--- src/rtl/wb_host_master_if.sv ---
// Command/response port and Wishbone classic bus of the host master, bundled
// so that the initiator and whatever drives it share one set of signals.
interface wb_host_master_if #(
  parameter int unsigned ADDR_WIDTH = 32,
  parameter int unsigned DATA_WIDTH = 32
);
  localparam int unsigned SelWidth = DATA_WIDTH / 8;

  logic                  cmd_valid;
  logic                  cmd_ready;
  logic                  cmd_we;
  logic [ADDR_WIDTH-1:0] cmd_adr;
  logic [DATA_WIDTH-1:0] cmd_dat;
  logic [SelWidth-1:0]   cmd_sel;

  logic                  rsp_valid;
  logic                  rsp_ready;
  logic [DATA_WIDTH-1:0] rsp_dat;
  logic                  rsp_err;

  logic                  wbm_cyc_o;
  logic                  wbm_stb_o;
  logic                  wbm_we_o;
  logic [SelWidth-1:0]   wbm_sel_o;
  logic [ADDR_WIDTH-1:0] wbm_adr_o;
  logic [DATA_WIDTH-1:0] wbm_dat_o;
  logic                  wbm_ack_i;
  logic [DATA_WIDTH-1:0] wbm_dat_i;

  modport master (
    input  cmd_valid, cmd_we, cmd_adr, cmd_dat, cmd_sel, rsp_ready, wbm_ack_i, wbm_dat_i,
    output cmd_ready, rsp_valid, rsp_dat, rsp_err,
    output wbm_cyc_o, wbm_stb_o, wbm_we_o, wbm_sel_o, wbm_adr_o, wbm_dat_o
  );

  modport slave (
    output cmd_valid, cmd_we, cmd_adr, cmd_dat, cmd_sel, rsp_ready, wbm_ack_i, wbm_dat_i,
    input  cmd_ready, rsp_valid, rsp_dat, rsp_err,
    input  wbm_cyc_o, wbm_stb_o, wbm_we_o, wbm_sel_o, wbm_adr_o, wbm_dat_o
  );
endinterface

--- src/rtl/wb_host_master.sv ---
// Wishbone classic single-cycle initiator: one command in, one bus cycle, one
// response (read data or timeout error) out. All outputs are registered.
module wb_host_master #(
  parameter int unsigned TIMEOUT = 16
) (
  input  logic              clk,
  input  logic              rst,
  wb_host_master_if.master  bus
);

  typedef enum logic [1:0] {StIdle, StBus, StResp} state_e;

  state_e     state;
  logic [7:0] cnt;

  always_ff @(posedge clk) begin
    if (rst) begin
      state         <= StIdle;
      cnt           <= '0;
      bus.cmd_ready <= 1'b1;
      bus.rsp_valid <= 1'b0;
      bus.rsp_dat   <= '0;
      bus.rsp_err   <= 1'b0;
      bus.wbm_cyc_o <= 1'b0;
      bus.wbm_stb_o <= 1'b0;
      bus.wbm_we_o  <= 1'b0;
      bus.wbm_sel_o <= '0;
      bus.wbm_adr_o <= '0;
      bus.wbm_dat_o <= '0;
    end else begin
      unique case (state)
        StIdle: begin
          if (bus.cmd_valid) begin
            bus.wbm_we_o  <= bus.cmd_we;
            bus.wbm_adr_o <= bus.cmd_adr;
            bus.wbm_dat_o <= bus.cmd_dat;
            bus.wbm_sel_o <= bus.cmd_sel;
            bus.wbm_cyc_o <= 1'b1;
            bus.wbm_stb_o <= 1'b1;
            bus.cmd_ready <= 1'b0;
            cnt           <= '0;
            state         <= StBus;
          end
        end
        StBus: begin
          // Ack takes priority over an expiring counter in the same cycle.
          if (bus.wbm_ack_i) begin
            bus.wbm_cyc_o <= 1'b0;
            bus.wbm_stb_o <= 1'b0;
            bus.rsp_dat   <= bus.wbm_we_o ? '0 : bus.wbm_dat_i;
            bus.rsp_err   <= 1'b0;
            bus.rsp_valid <= 1'b1;
            state         <= StResp;
          end else if (cnt == 8'(TIMEOUT - 1)) begin
            bus.wbm_cyc_o <= 1'b0;
            bus.wbm_stb_o <= 1'b0;
            bus.rsp_dat   <= '0;
            bus.rsp_err   <= 1'b1;
            bus.rsp_valid <= 1'b1;
            state         <= StResp;
          end else begin
            cnt <= cnt + 8'd1;
          end
        end
        StResp: begin
          if (bus.rsp_ready) begin
            bus.rsp_valid <= 1'b0;
            bus.cmd_ready <= 1'b1;
            state         <= StIdle;
          end
        end
        default: state <= StIdle;
      endcase
    end
  end

endmodule
--- src/flat_wrapper.sv ---
// flat-port wrapper written by rule: the top's interface ports become plain ports
module wb_host_master_flat 
#(
  parameter int unsigned TIMEOUT = 16
)
  (clk, rst, bus_cmd_valid, bus_cmd_we, bus_cmd_adr, bus_cmd_dat, bus_cmd_sel, bus_rsp_ready, bus_wbm_ack_i, bus_wbm_dat_i, bus_cmd_ready, bus_rsp_valid, bus_rsp_dat, bus_rsp_err, bus_wbm_cyc_o, bus_wbm_stb_o, bus_wbm_we_o, bus_wbm_sel_o, bus_wbm_adr_o, bus_wbm_dat_o);
  wb_host_master_if bus_i ();
  input  logic clk;
  input  logic rst;
  input wire logic [$bits(bus_i.cmd_valid)-1:0] bus_cmd_valid;
  input wire logic [$bits(bus_i.cmd_we)-1:0] bus_cmd_we;
  input wire logic [$bits(bus_i.cmd_adr)-1:0] bus_cmd_adr;
  input wire logic [$bits(bus_i.cmd_dat)-1:0] bus_cmd_dat;
  input wire logic [$bits(bus_i.cmd_sel)-1:0] bus_cmd_sel;
  input wire logic [$bits(bus_i.rsp_ready)-1:0] bus_rsp_ready;
  input wire logic [$bits(bus_i.wbm_ack_i)-1:0] bus_wbm_ack_i;
  input wire logic [$bits(bus_i.wbm_dat_i)-1:0] bus_wbm_dat_i;
  output wire logic [$bits(bus_i.cmd_ready)-1:0] bus_cmd_ready;
  output wire logic [$bits(bus_i.rsp_valid)-1:0] bus_rsp_valid;
  output wire logic [$bits(bus_i.rsp_dat)-1:0] bus_rsp_dat;
  output wire logic [$bits(bus_i.rsp_err)-1:0] bus_rsp_err;
  output wire logic [$bits(bus_i.wbm_cyc_o)-1:0] bus_wbm_cyc_o;
  output wire logic [$bits(bus_i.wbm_stb_o)-1:0] bus_wbm_stb_o;
  output wire logic [$bits(bus_i.wbm_we_o)-1:0] bus_wbm_we_o;
  output wire logic [$bits(bus_i.wbm_sel_o)-1:0] bus_wbm_sel_o;
  output wire logic [$bits(bus_i.wbm_adr_o)-1:0] bus_wbm_adr_o;
  output wire logic [$bits(bus_i.wbm_dat_o)-1:0] bus_wbm_dat_o;
  assign bus_i.cmd_valid = bus_cmd_valid;
  assign bus_i.cmd_we = bus_cmd_we;
  assign bus_i.cmd_adr = bus_cmd_adr;
  assign bus_i.cmd_dat = bus_cmd_dat;
  assign bus_i.cmd_sel = bus_cmd_sel;
  assign bus_i.rsp_ready = bus_rsp_ready;
  assign bus_i.wbm_ack_i = bus_wbm_ack_i;
  assign bus_i.wbm_dat_i = bus_wbm_dat_i;
  assign bus_cmd_ready = bus_i.cmd_ready;
  assign bus_rsp_valid = bus_i.rsp_valid;
  assign bus_rsp_dat = bus_i.rsp_dat;
  assign bus_rsp_err = bus_i.rsp_err;
  assign bus_wbm_cyc_o = bus_i.wbm_cyc_o;
  assign bus_wbm_stb_o = bus_i.wbm_stb_o;
  assign bus_wbm_we_o = bus_i.wbm_we_o;
  assign bus_wbm_sel_o = bus_i.wbm_sel_o;
  assign bus_wbm_adr_o = bus_i.wbm_adr_o;
  assign bus_wbm_dat_o = bus_i.wbm_dat_o;
  wb_host_master #(.TIMEOUT(TIMEOUT)) u_core (.clk(clk), .rst(rst), .bus(bus_i));
endmodule
--- config.mk ---
export PLATFORM = sky130hd
export DESIGN_NAME = wb_host_master_flat
export DESIGN_NICKNAME = d
export VERILOG_FILES = /design/src/rtl/wb_host_master_if.sv /design/src/rtl/wb_host_master.sv /design/src/flat_wrapper.sv
export SDC_FILE = /design/constraint.sdc
export NUM_CORES = 1
export LEC_CHECK = 0
export CORE_MARGIN = 2
export CORE_UTILIZATION = 44
export CTS_CLUSTER_SIZE = 28
export DETAILED_ROUTE_END_ITERATION = 7
export PLACE_DENSITY = 0.85
export SYNTH_ARGS = -nofsm -noshare
export SYNTH_HDL_FRONTEND = slang
export SYNTH_SLANG_ARGS = --single-unit
--- constraint.sdc ---
create_clock -name clk -period 4.5 [get_ports clk]
set_input_delay 0.9 -clock clk [delete_from_list [all_inputs] [get_ports clk]]
set_output_delay 0.9 -clock clk [all_outputs]
set_load 0.1 [all_outputs]
; Word level (Yosys, flattened, before mapping)
; Cells that the tools add are included.
[word_totals]
romBits = 0
n_memories = 0
inputBits = 106
ram_bits = 0
latch_bits = 0
regBits = 115
[op_classes]
shift = 0
n_mux = 24
n_reduce_logical = 12
multipliers = 0
bitwise = 0
n_eq_ne = 8
addsub = 1
order_cmp = 0
div = 0
[op_table]
columns = op, n
row1 = $mux 32, 3
row2 = $mux 8, 3
row3 = $pmux 8 s2, 1
row4 = $reduce_and 3->1, 4
row5 = $mux 1, 9
row6 = $add 8x1->8 const B, 1
row7 = $eq 8x4->1 const B, 1
row8 = $mux 2, 4
row9 = $ne 2x2->1 const B, 4
row10 = $reduce_bool 2->1, 4
row11 = $pmux 1 s2, 3
row12 = $pmux 2 s3, 1
row13 = $reduce_and 2->1, 2
row14 = $reduce_and 4->1, 1
row15 = $ne 3x2->1 const B, 1
row16 = $eq 2x1->1 const B, 1
row17 = $eq 2x2->1 const B, 1
row18 = $logic_not 2->1, 1

; Longest topological paths before layout
[depth]
word_depth = 4
depth_mapped = 7

; Worst setup path before layout
; Ideal clock, no wire load.
[synth_timing]
kind = register to output
start = register, netlist name u_core.bus.wbm_cyc_o
end = output bus_wbm_stb_o
path_slack_ps = 2226
required_ps = 3600
arrival_ps = 1374
stages_incl_launch_ff = 2
path_buffers = 1
path_cell_list = dfxtp_1 buf_4
[synth_lines]
columns = element, line_no
row1 = "end, declared", flat_wrapper.sv:23  ; output wire logic [$bits(bus_i.wbm_stb_o)-1:0] bus_wbm_stb_o;

; Worst setup path in the final report
[layout_timing]
start = register u_core.bus.wbm_we_o
end = output bus_wbm_we_o
[layout_lines]
columns = element, line_no
row1 = "start, declared", wb_host_master_if.sv:33  ; output wbm_cyc_o, wbm_stb_o, wbm_we_o, wbm_sel_o, wbm_adr_o, wbm_dat_o
row2 = "start signal, assigned", wb_host_master.sv:34  ; bus.wbm_we_o <= bus.cmd_we;
row3 = "end, declared", flat_wrapper.sv:24  ; output wire logic [$bits(bus_i.wbm_we_o)-1:0] bus_wbm_we_o;
; No word-level cell between the ends.

==> results.txt <==
Outcome: finished clean
Clock Skews: 10.7 ps
Final ANT Viol Nets: 0
CTS Sinks: 115
Total gr overflow: 0
Hold Path Depth: 2
R2r worst-path depth: 6
Via/cell ratio: 5.11
Dpl hpwl: 9060 µm
Die Y-Extent: 106 µm
Die ar.: 0.0112 mm²
Yosys cell types: 43
Critical Path RT: 3600 ps
Hold Buf Count CTS: 0
Slew HR: 19.2%
Worst-Skew Late Latency: 500 ps
IO Pins: 212
R2R Path End: u_core.bus.wbm_adr_o[28]
Commonest cells after routing, fill and taps aside: 210 x clkdlybuf4s50_1, 172 x nand2_1, 115 x dfxtp_1
CTS tree: done
Avg Cell Area, Syn: 8.45 µm²
RSZ-0062 raised after global routing: no
Synth Flop Type: dfxtp_1
1st-pass router iterations: 5
Worst-margin pin slew: 1210 ps
Drt drc: 0
Largest net degree at the start of global routing: 119
Synth Cell Area: 0.00455 mm²
Final std cells w/o fill: 879
Initial Utilization: 44.7%
FF-to-FF setup slack: 2240 ps
Maximum clock frequency: 326 MHz
Element type at the critical path end: output pin
EDFF count, synth: 0
Lkg Pwr: 2.84 nW
P per Cell Area: 463 mW/mm²
Post-layout minimum cycle time: 3070 ps
Register bit total from synthesis: 115
Pins Over Slew Limit: 0
Wire per inst: 15.0 µm
Hold WC Path Type: reg -> reg
Startpoint Class: flip-flop
TritonCTS Buffers: 17
Crit-path slowest cell: clkdlybuf4s50_1
Crit Path Category: reg -> out
GRT Total Usage: 23.7%
Layout cells sized above 1: 5.25%
IO Port Bufs: 211
Register area share after synthesis: 50.6%
Gpl congestion: 0.837
Fill count: 799
Ys async rst share: 0%
Setup TNS: 0 ps
Initial DRC count: 212
Worst hold endpoint: u_core.bus.wbm_adr_o[16]
Total Wirelength: 13200 µm
Top delay family on crit path: buffers and inverters
Dpl cells: 850
CTS resizes: 0
Final Cycle Share: 68.1%
Global-route wire length before repair: 21400 µm
Crit path max fanout: 3
Most common cell after layout, fill and taps aside: clkdlybuf4s50_1
Max clock buf depth: 2
Post-Synthesis Net Count: 649
Yosys warning count: 0
CP Cell Sequence: clkdlybuf4s50_1
Core ar.: 0.0102 mm²
Final hold vios: 0
Initial antenna violation count: 0
Mapped Cells: 538
Die X: 106 µm
Vias: 4488
H-tree levels: 4
Max incr delay on CP: 1210 ps
N_diodes: 0
CTS root buf: clkbuf_8
Max-cap violations: 0
Peak VDD IR: 0.000248 V
Crit path buf inv count: 1
Hold path start: u_core.bus.wbm_adr_o[16]
R2R Path Start: u_core.state[1]
Crit path DAT: 2170 ps
Clk slew on worst S/H paths: 60 ps
Synth-to-layout area growth: 59.4%
Fin nets: 844
Row cnt: 37
# Post-CTS Setup Buffers: 0
Endpoints failing setup: 0
Vias in the first global route: 4632
==> worst max path at each step <==
| stage | from | end | slack (ps) | cells past startpoint |
|---|---|---|---|---|
| after floorplan | u_core.bus.wbm_cyc_o | bus_wbm_stb_o | 2230 | 1 |
| after global placement | bus_cmd_valid | u_core.bus.wbm_dat_o[23] | 1620 | 5 |
| after detailed placement | bus_cmd_valid | u_core.bus.wbm_dat_o[0] | 1530 | 5 |
| after CTS | u_core.bus.wbm_we_o | bus_wbm_we_o | 1410 | 1 |
| after global routing | u_core.bus.wbm_we_o | bus_wbm_we_o | 1390 | 1 |
| final | u_core.bus.wbm_we_o | bus_wbm_we_o | 1430 | 1 |
==> per-stage QoR <==
| stage | hold WS (ps) | total power [mW] | cell area (µm²) | util, % | setup slack (ps) |
|---|---|---|---|---|---|
| floorplan | 508 | 1.82 | 4550 | - | 2230 |
| global placement | 441 | 2.07 | 6680 | 65.6 | 1620 |
| detailed placement | 445 | 2.09 | 6680 | 65.6 | 1530 |
| CTS | 453 | 3.38 | 7250 | 71.2 | 1410 |
| global route | 470 | 3.48 | 7250 | 71.2 | 1390 |
| finish | 453 | 3.36 | 7250 | 71.2 | 1430 |
==> flip-flops by register name, indices dropped and copies added, names as in the netlist, 2 cells and up <==
register / cells
u_core.bus.wbm_dat_o: 32
u_core.bus.rsp_dat: 32
u_core.state: 2
u_core.bus.wbm_adr_o: 32
u_core.bus.wbm_sel_o: 4
u_core.cnt: 8
==> final cells by class <==
class / instances / area [µm²] / share of cell area, %
clock inverter: 11 / 139 / 1.92
timing repair buffer: 213 / 2120 / 29.3
tap: 136 / 170 / 2.35
clock buffer: 18 / 428 / 5.90
inverter: 7 / 26.3 / 0.362
sequential: 115 / 2300 / 31.8
multi-input combinational: 379 / 2060 / 28.4
==> metal layers <==
layer	wire (µm)	track usage [%]	share of wire [%]	vias up
met5	0	0	0	-
met4	413	10.5	3.1	0
met3	913	7.24	6.9	36
met2	6890	43.0	52	156
met1	5010	25.2	38	2122
li1	-	-	-	2174
==> power by group <==
part / switching, mW / total, mW / leakage [nW] / internal [mW]
sequential: 0.0382 / 1.13 / 0.939 / 1.09
combinational: 0.681 / 0.942 / 1.62 / 0.261
clock: 0.448 / 1.29 / 0.278 / 0.842
total: 1.17 / 3.36 / 2.84 / 2.19
==> Yosys cell counts (all sizes together) (4+ instances only) <==
cell type	number	area (µm²)
nand2	174	661
buf	8	60.1
ha	5	62.6
inv	7	26.3
a211oi	4	35.0
a21oi	81	405
clkbuf	29	109
mux2i	32	320
dfxtp	115	2300
a311oi	4	35.0
nand2b	35	219
nand3	4	20.0
==> logic make-up (layout without fill, tap and decap cells) <==
kind of cell    after synthesis  count (layout)  synth area share, %
simple gates                235             235                 23.3
flops                       115             115                 50.6
compound gates              107             107                 13.4
buf+inv                      44             249                 4.29
mux                          32              32                 7.04
fa+ha+maj                     5               5                 1.38
Note: power is estimated with default switching activity, not from simulation.
